==> src/rtl/linebuffer_window9_if.sv <==
// Pixel-stream in / 9x9-window out bundle for linebuffer_window9.
// master = pixel source and window consumer, slave = the window generator.
interface linebuffer_window9_if #(
    parameter int PIX_W = 7
);
    logic                   pix_valid;
    logic                   pix_sof;
    logic [PIX_W-1:0]       pix_data;
    logic                   win_valid;
    logic                   win_last;
    logic [7:0]             win_x;
    logic [7:0]             win_y;
    logic [81*PIX_W-1:0]    xarray_flat;
    logic                   frame_err;

    modport master (
        output pix_valid, pix_sof, pix_data,
        input  win_valid, win_last, win_x, win_y, xarray_flat, frame_err
    );

    modport slave (
        input  pix_valid, pix_sof, pix_data,
        output win_valid, win_last, win_x, win_y, xarray_flat, frame_err
    );
endinterface

==> src/rtl/linebuffer_window9.sv <==
// Streaming 9x9 window generator: 8 column-addressed line stores plus a 9x9 register window.
// Optional macro LB_FRAME_ERR_EN builds the sticky frame_err detector (tied 0 otherwise).
module linebuffer_window9 #(
    parameter int IMG_W = 28,
    parameter int IMG_H = 28,
    parameter int PIX_W = 7
) (
    input  logic                 clk,
    input  logic                 reset,
    linebuffer_window9_if.slave  bus
);
    localparam int         AW      = (IMG_W > 1) ? $clog2(IMG_W) : 1;
    localparam logic [7:0] COL_MAX = 8'(IMG_W - 1);
    localparam logic [7:0] ROW_MAX = 8'(IMG_H - 1);
    localparam int         TAP_W   = 8 * PIX_W;

    typedef enum logic {
        ST_IDLE   = 1'b0,
        ST_ACTIVE = 1'b1
    } state_t;

    state_t           state_q, state_d;
    logic [7:0]       col_q, col_d;
    logic [7:0]       row_q, row_d;
    logic             acc;
    logic [7:0]       pcol;
    logic [7:0]       prow;
    logic             win_hit;

    logic             win_valid_q, win_valid_d;
    logic             win_last_q, win_last_d;
    logic [7:0]       win_x_q, win_x_d;
    logic [7:0]       win_y_q, win_y_d;

    logic [PIX_W-1:0] win_q [9][9];
    logic [PIX_W-1:0] win_d [9][9];
    logic [81*PIX_W-1:0] flat;

    // Each entry holds the 8 previous rows at one column; slot j is the oldest-but-j row.
    logic [TAP_W-1:0] mem_q [IMG_W];
    logic [TAP_W-1:0] tap_col;
    logic [AW-1:0]    maddr;

    // Accept decision, pixel position and raster counter advance
    always_comb begin
        state_d = state_q;
        col_d   = col_q;
        row_d   = row_q;
        acc     = 1'b0;
        pcol    = col_q;
        prow    = row_q;
        if (bus.pix_valid) begin
            if (bus.pix_sof) begin
                acc  = 1'b1;
                pcol = '0;
                prow = '0;
            end else if (state_q == ST_ACTIVE) begin
                acc = 1'b1;
            end
        end
        if (acc) begin
            state_d = ST_ACTIVE;
            if (pcol == COL_MAX) begin
                col_d = '0;
                if (prow == ROW_MAX) begin
                    row_d   = '0;
                    state_d = ST_IDLE;
                end else begin
                    row_d = prow + 8'd1;
                end
            end else begin
                col_d = pcol + 8'd1;
                row_d = prow;
            end
        end
    end

    always_ff @(posedge clk) begin
        if (reset) begin
            state_q <= ST_IDLE;
            col_q   <= '0;
            row_q   <= '0;
        end else begin
            state_q <= state_d;
            col_q   <= col_d;
            row_q   <= row_d;
        end
    end

    assign maddr   = pcol[AW-1:0];
    assign tap_col = mem_q[maddr];

    // Read-before-write: the old column feeds the window, the aged column goes back.
    always_ff @(posedge clk) begin
        if (acc) begin
            mem_q[maddr] <= {bus.pix_data, tap_col[TAP_W-1:PIX_W]};
        end
    end

    always_comb begin
        for (int r = 0; r < 9; r++) begin
            for (int c = 0; c < 9; c++) begin
                win_d[r][c] = win_q[r][c];
            end
        end
        if (acc) begin
            for (int r = 0; r < 9; r++) begin
                for (int c = 0; c < 8; c++) begin
                    win_d[r][c] = win_q[r][c+1];
                end
            end
            for (int r = 0; r < 8; r++) begin
                win_d[r][8] = tap_col[r*PIX_W +: PIX_W];
            end
            win_d[8][8] = bus.pix_data;
        end
    end

    always_ff @(posedge clk) begin
        if (reset) begin
            for (int r = 0; r < 9; r++) begin
                for (int c = 0; c < 9; c++) begin
                    win_q[r][c] <= '0;
                end
            end
        end else begin
            win_q <= win_d;
        end
    end

    // Row gating keeps stale line contents from a restarted frame out of any window
    assign win_hit = acc && (pcol >= 8'd8) && (prow >= 8'd8);

    always_comb begin
        win_valid_d = win_hit;
        win_last_d  = win_hit && (pcol == COL_MAX) && (prow == ROW_MAX);
        win_x_d     = win_hit ? pcol : win_x_q;
        win_y_d     = win_hit ? prow : win_y_q;
    end

    always_ff @(posedge clk) begin
        if (reset) begin
            win_valid_q <= 1'b0;
            win_last_q  <= 1'b0;
            win_x_q     <= '0;
            win_y_q     <= '0;
        end else begin
            win_valid_q <= win_valid_d;
            win_last_q  <= win_last_d;
            win_x_q     <= win_x_d;
            win_y_q     <= win_y_d;
        end
    end

    always_comb begin
        flat = '0;
        for (int r = 0; r < 9; r++) begin
            for (int c = 0; c < 9; c++) begin
                flat[(r*9 + c)*PIX_W +: PIX_W] = win_q[r][c];
            end
        end
    end

    assign bus.win_valid   = win_valid_q;
    assign bus.win_last    = win_last_q;
    assign bus.win_x       = win_x_q;
    assign bus.win_y       = win_y_q;
    assign bus.xarray_flat = flat;

`ifdef LB_FRAME_ERR_EN
    logic frame_err_q, frame_err_d;

    always_comb begin
        frame_err_d = frame_err_q;
        if (bus.pix_valid) begin
            if ((state_q == ST_IDLE) && !bus.pix_sof) begin
                frame_err_d = 1'b1;
            end
            if ((state_q == ST_ACTIVE) && bus.pix_sof && ((col_q != '0) || (row_q != '0))) begin
                frame_err_d = 1'b1;
            end
        end
    end

    always_ff @(posedge clk) begin
        if (reset) begin
            frame_err_q <= 1'b0;
        end else begin
            frame_err_q <= frame_err_d;
        end
    end

    assign bus.frame_err = frame_err_q;
`else
    assign bus.frame_err = 1'b0;
`endif

endmodule

==> src/flat_wrapper.sv <==
// flat-port wrapper written by rule: the top's interface ports become plain ports
module linebuffer_window9_flat 
#(
    parameter int IMG_W = 28,
    parameter int IMG_H = 28,
    parameter int PIX_W = 7
)
  (clk, reset, bus_pix_valid, bus_pix_sof, bus_pix_data, bus_win_valid, bus_win_last, bus_win_x, bus_win_y, bus_xarray_flat, bus_frame_err);
  linebuffer_window9_if #(.PIX_W(PIX_W)) bus_i ();
  input  logic clk;
  input  logic reset;
  input wire logic [$bits(bus_i.pix_valid)-1:0] bus_pix_valid;
  input wire logic [$bits(bus_i.pix_sof)-1:0] bus_pix_sof;
  input wire logic [$bits(bus_i.pix_data)-1:0] bus_pix_data;
  output wire logic [$bits(bus_i.win_valid)-1:0] bus_win_valid;
  output wire logic [$bits(bus_i.win_last)-1:0] bus_win_last;
  output wire logic [$bits(bus_i.win_x)-1:0] bus_win_x;
  output wire logic [$bits(bus_i.win_y)-1:0] bus_win_y;
  output wire logic [$bits(bus_i.xarray_flat)-1:0] bus_xarray_flat;
  output wire logic [$bits(bus_i.frame_err)-1:0] bus_frame_err;
  assign bus_i.pix_valid = bus_pix_valid;
  assign bus_i.pix_sof = bus_pix_sof;
  assign bus_i.pix_data = bus_pix_data;
  assign bus_win_valid = bus_i.win_valid;
  assign bus_win_last = bus_i.win_last;
  assign bus_win_x = bus_i.win_x;
  assign bus_win_y = bus_i.win_y;
  assign bus_xarray_flat = bus_i.xarray_flat;
  assign bus_frame_err = bus_i.frame_err;
  linebuffer_window9 #(.IMG_W(IMG_W), .IMG_H(IMG_H), .PIX_W(PIX_W)) u_core (.clk(clk), .reset(reset), .bus(bus_i));
endmodule
==> config.mk <==
export PLATFORM = sky130hd
export DESIGN_NAME = linebuffer_window9_flat
export DESIGN_NICKNAME = d
export VERILOG_FILES = /design/src/rtl/linebuffer_window9_if.sv /design/src/rtl/linebuffer_window9.sv /design/src/flat_wrapper.sv
export SDC_FILE = /design/constraint.sdc
export NUM_CORES = 2
export LEC_CHECK = 0
export BUFFER_PORTS_ARGS = -buffer_cell sky130_fd_sc_hd__buf_2
export CORE_ASPECT_RATIO = 0.8
export CORE_MARGIN = 8
export CORE_UTILIZATION = 45
export CTS_BUF_LIST = sky130_fd_sc_hd__clkbuf_4 sky130_fd_sc_hd__clkbuf_8
export DETAILED_ROUTE_END_ITERATION = 10
export SLEW_MARGIN = 20
export SYNTH_ARGS = -nofsm -noshare
export SYNTH_HDL_FRONTEND = slang
export SYNTH_SLANG_ARGS = --single-unit
export TNS_END_PERCENT = 100
==> constraint.sdc <==
create_clock -name clk -period 6.86 [get_ports clk]
set_input_delay 0.343 -clock clk [delete_from_list [all_inputs] [get_ports clk]]
set_output_delay 0.343 -clock clk [all_outputs]
set_load 0.01 [all_outputs]
* Word level (Yosys, flattened, before mapping)
Memories as Yosys holds them, arrays and structs flattened. Cells that the tools add are included.
Word-level totals: input bits 11, memories kept 1, word-level logic and storage cells 113, memory bits (writable) 1568, output and inout port bits 586, register bits after elaboration 602
Cells by class: reductions and logical operators 4, equality and inequality tests 2, mux-type cells 14, magnitude comparators 2, add/subtract/negate cells 2
Memory list:
- u_core.mem_q | words 28, bits a word 56, read ports 1, clocked after Yosys merged registers in 0, write ports 1, RTL line linebuffer_window9.sv:40 | logic [TAP_W-1:0] mem_q [IMG_W];
Operators by type and width (count):
- $mux 8 | 7
- $add 8x1->8 const B | 2
- $eq 8x5->1 const B | 2
- $ge 8x4->1 const B | 2
- $mux 1 | 7
- $logic_and 1x1->1 | 4

* Logic depth before layout (Yosys ltp)
word-level depth 7, depth in mapped cells 15, gate-level depth less buffers 10

* Least setup slack after synthesis
OpenSTA, ideal clock, no wires.
path kind input -> register, start input port bus_pix_valid, end memory u_core.mem_q[15][0] (netlist bit), enable pin, arrival time 5.422 ns, setup time 0.539 ns, path buffers 4, setup slack 0.899 ns, stages on the path 10, cell sequence buf_6 nand2_2 nand2_2 clkinv_2 buf_4 clkbuf_1 ha_1 buf_2 nand2_1 nor3_1
Between the ends: elaborated cells on any way between the ends 4
RTL lines:
- from (decl) | RTL line flat_wrapper.sv:12 | input wire logic [$bits(bus_i.pix_valid)-1:0] bus_pix_valid;
- $mux 8 | RTL line linebuffer_window9.sv:52 | if (bus.pix_valid) begin
- named net u_core.pcol[1] | RTL line linebuffer_window9.sv:26 | logic [7:0] pcol;
- to (decl) | RTL line linebuffer_window9.sv:40
The timed path passes the listed nets, and every way through them passes these cells.

* Worst setup path after layout
start register u_core.col_q[3], end memory u_core.mem_q[26][52] (netlist bit), enable pin
Between the ends: longest elaborated chain between the ends 2
Ends and longest elaborated chain:
- from (decl) | RTL line linebuffer_window9.sv:23 | logic [7:0] col_q, col_d;
- from (signal assigned) | RTL line linebuffer_window9.sv:85 | col_q <= col_d;
- $mux 8 | RTL line linebuffer_window9.sv:53 | if (bus.pix_sof) begin
- $mux 8 (*) | RTL line linebuffer_window9.sv:52
Every way passes the cells marked *; elsewhere a longest branch is shown, timed or not.

==> results.py <==
metrics = {
    "run_status": {
        "outcome": "finished clean",
    },
    "timing": {
        "setup_tns_ps": 0,
        "fin_crit_ps": 4240,
        "max_freq_mhz": 236,
        "finalMaxSlewViolations": 0,
        "finalHoldViolCount": 0,
        "rsz0062_at_grt": "false",
        "worstMarginPinSlew_ps": 1200,
        "setup_ws_ps": 2620,
        "slew_headroom_pct": 20.3,
        "setup_viol": 0,
        "period_share_pct": 61.8,
        "clock_skew_ps": 65.6,
    },
    "job": {
        "cap_violations": 0,
    },
    "synthesis": {
        "avgSynthCellArea_um2": 12.9,
        "synth-edff-count": 1568,
        "synthArstFlopShare_pct": 0,
        "synth_xor_area_share_pct": 0.0209,
        "syn_inst": 6505,
        "synth.most_common_cell": "edfxtp_1",
        "ys_types": 68,
        "netlist_area_um2": 83600,
        "synth-simple-area-share_pct": 7.85,
        "synth_seq_cells": 2170,
        "ys.flop_type": "edfxtp_1",
        "synth_common_cells": "edfxtp_1 (1568), nand2_1 (1163), a21oi_1 (874), dfxtp_1 (602), mux2i_1 (331)",
        "synth-seq-area-share_pct": 70.7,
        "synth.area.mux_share_pct": 5.87,
        "synth_top_family_by_area": "compound AO/OA/AOI/OAI gates",
        "synthTopCellsByArea": "edfxtp_1 (56%), dfxtp_1 (14%), a21oi_1 (5.2%)",
        "synth-adder-area-share_pct": 0.0898,
        "synth_top_cell_by_area": "edfxtp_1",
        "synth-compound-area-share_pct": 12.7,
        "yosysWarnings": 0,
        "syn-num-nets": 6522,
        "synth_top_area_share_pct": 56.3,
    },
    "clock_tree": {
        "cts-root-buf": "clkbuf_8",
        "path_clk_slew_ps": 70,
        "cts_tree": "done",
        "cts_setup_buffers": 0,
        "cts_buffers": 339,
        "clock_latency_ps": 1050,
        "cts_resized": 0,
        "cts_sinks": 2170,
        "ctsLongestPathBuffers": 4,
        "cts_max_level": 5,
    },
    "floorplanning": {
        "die-area_um2": 200000,
        "boundaryPins": 597,
        "coreArea_um2": 185000,
        "chipWidth_um": 498,
        "initial_core_util_pct": 45.3,
        "rows": 141,
        "die_y_um": 402,
    },
    "layout": {
        "nets": 7069,
        "area_growth_pct": 14.2,
        "fin_util_pct": 51.7,
        "drive_gt1_share_pct": 20.1,
        "design_area_um2": 95500,
    },
    "worst_setup_path": {
        "cp_slowest_stage_delay_ps": 950,
        "path_class": "reg -> reg",
        "critPathSlowestCell": "and3_4",
        "start_kind": "register",
        "worstPathMaxFanout": 44,
        "cp-end-kind": "register",
        "crit_path_cell_trace": "a21boi_2 > nand2b_4 > nor2_1 > and3_4 > buf_4",
        "cp.required_ps": 7510,
        "worstPathArrival_ps": 4890,
    },
    "global_routing": {
        "overflow": 0,
        "grt_usage_pct": 24.8,
        "grt_pass1_vias": 54273,
        "grt_pass1_wl_um": 376000,
        "antenna_found_initial": 6,
        "grt_max_degree": 239,
    },
    "route": {
        "antenna_left": 0,
        "drtIter0Drc": 6532,
        "wl_per_cell_um": 26.7,
        "drc": 0,
        "wl_um": 260000,
        "vias": 56949,
        "vias_per_cell": 5.85,
        "dr.pass1.iters": 7,
    },
    "place": {
        "gp_congestion": 0.820,
        "hpwl_um": 141000,
        "dp_slack_ps": 2560,
        "io_buffers": 595,
        "dpl-instance-area_um2": 88800,
    },
    "min_path": {
        "hp-class": "in -> reg",
    },
    "pwr": {
        "power_leakage_nw": 32.1,
        "vdd_drop_max_mv": 0.198,
        "pwr_density_cell_nw_per_um2": 280,
    },
}
## per-stage QoR
| step | power (W) | std cells | hold WS, ps |
|---|---|---|---|
| CTS | 0.0269 | 9731 | 290 |
| detailed placement | 0.0164 | 9132 | 443 |
| global route | 0.0276 | 9737 | 358 |
| floorplan | 0.0158 | 6505 | 442 |
| global placement | 0.0164 | 9132 | 439 |
| finish | 0.0268 | 9742 | 387 |
## final cells by class
type / count / area (um2)
fill: 15840 / 89200
sequential: 2170 / 59100
multi-input combinational: 3812 / 22500
clock buffer: 500 / 6070
timing repair buffer: 722 / 4270
tap: 2431 / 3040
clock inverter: 90 / 449
inverter: 7 / 41.3
antenna: 10 / 25.0
## worst max-delay path, delay by kind of cell, from the launching register on
kind | cells | cell delay [ps]
simple gates | 3 | 2020
flops | 1 | 760
compound gates | 1 | 500
buf+inv | 1 | 500
## per-layer routing
metal | share of wire, % | global-route usage [%] | vias up
met2 | 47 | 39.4 | 2668
met1 | 42 | 34.3 | 28515
met5 | 0.013 | 0 | -
met4 | 3.0 | 7.92 | 4
li1 | - | - | 25277
met3 | 8.6 | 5.19 | 485
## final timing paths
check        depth (start not counted)                           to  slack, ps                   startpoint
max                                  5         u_core.mem_q[26][52]       2620              u_core.col_q[3]
min                                  2         u_core.mem_q[27][49]        390              bus_pix_data[0]
max reg2reg                          5         u_core.mem_q[26][52]       2620              u_core.col_q[3]
min reg2reg                          2  u_core.bus.xarray_flat[130]        450  u_core.bus.xarray_flat[130]
## power by group
| part | internal (W) | switching, W | leakage, nW |
|---|---|---|---|
| clock network | 0.00572 | 0.00494 | 3.47 |
| logic | 0.000416 | 0.00122 | 9.64 |
| registers | 0.0144 | 0.000102 | 19.0 |
| total | 0.0205 | 0.00627 | 32.1 |
## placed cells by master (no fill, tap or decap), drive strengths merged, types with 6 or more instances in the layout
master | Yosys | routed
nor2 | 270 | 270
mux2i | 331 | 331
a31oi | 15 | 15
o21ai | 131 | 131
mux2 | 138 | 138
ha | 6 | 6
inv | 6 | 8
nand2b | 67 | 67
clkinvlp | 0 | 7
diode | 0 | 10
a221o | 66 | 66
or3 | 8 | 8
a311oi | 9 | 9
o221ai | 100 | 100
a2bb2oi | 44 | 44
o21bai | 6 | 6
a311o | 41 | 41
nand3 | 71 | 71
a22oi | 48 | 48
a211oi | 9 | 9
a2111oi | 6 | 6
clkinv | 1 | 80
edfxtp | 1568 | 1568
a221oi | 19 | 19
o21a | 42 | 42
clkbuf | 290 | 500
o211ai | 84 | 84
and2 | 6 | 6
and3 | 17 | 17
o22ai | 142 | 142
a21oi | 874 | 874
buf | 226 | 713
dlygate4sd3 | 0 | 9
dfxtp | 602 | 602
nand2 | 1165 | 1165
o22a | 43 | 43
nor3 | 10 | 10
## cells by family (layout without fill, tap and decap cells)
logic type                 Yosys count  in the layout
DFF                               2170           2170
and+or+nand+nor                   1633           1633
adders and majority gates            6              6
muxes                              471            471
other                                1             11
buffers and inverters              523           1319
AOI/OAI and AO/OA                 1699           1699
xor gates and xnor gates             2              2
## sequential cells by signal, indices dropped and copies added (netlist names)
name,cells
u_core.bus.win_valid,1
u_core.bus.win_x,8
u_core.state_q,1
u_core.row_q,8
u_core.col_q,8
u_core.bus.win_last,1
u_core.mem_q,1568
u_core.bus.xarray_flat,567
u_core.bus.win_y,8
## timing repair
| action | in CTS | in global routing |
|---|---|---|
| hold endpoints to repair | 270 | 0 |
| hold buffers | 9 | 0 |
| setup endpoints to repair | 0 | 0 |
Note: power is estimated with default switching activity, not from simulation.
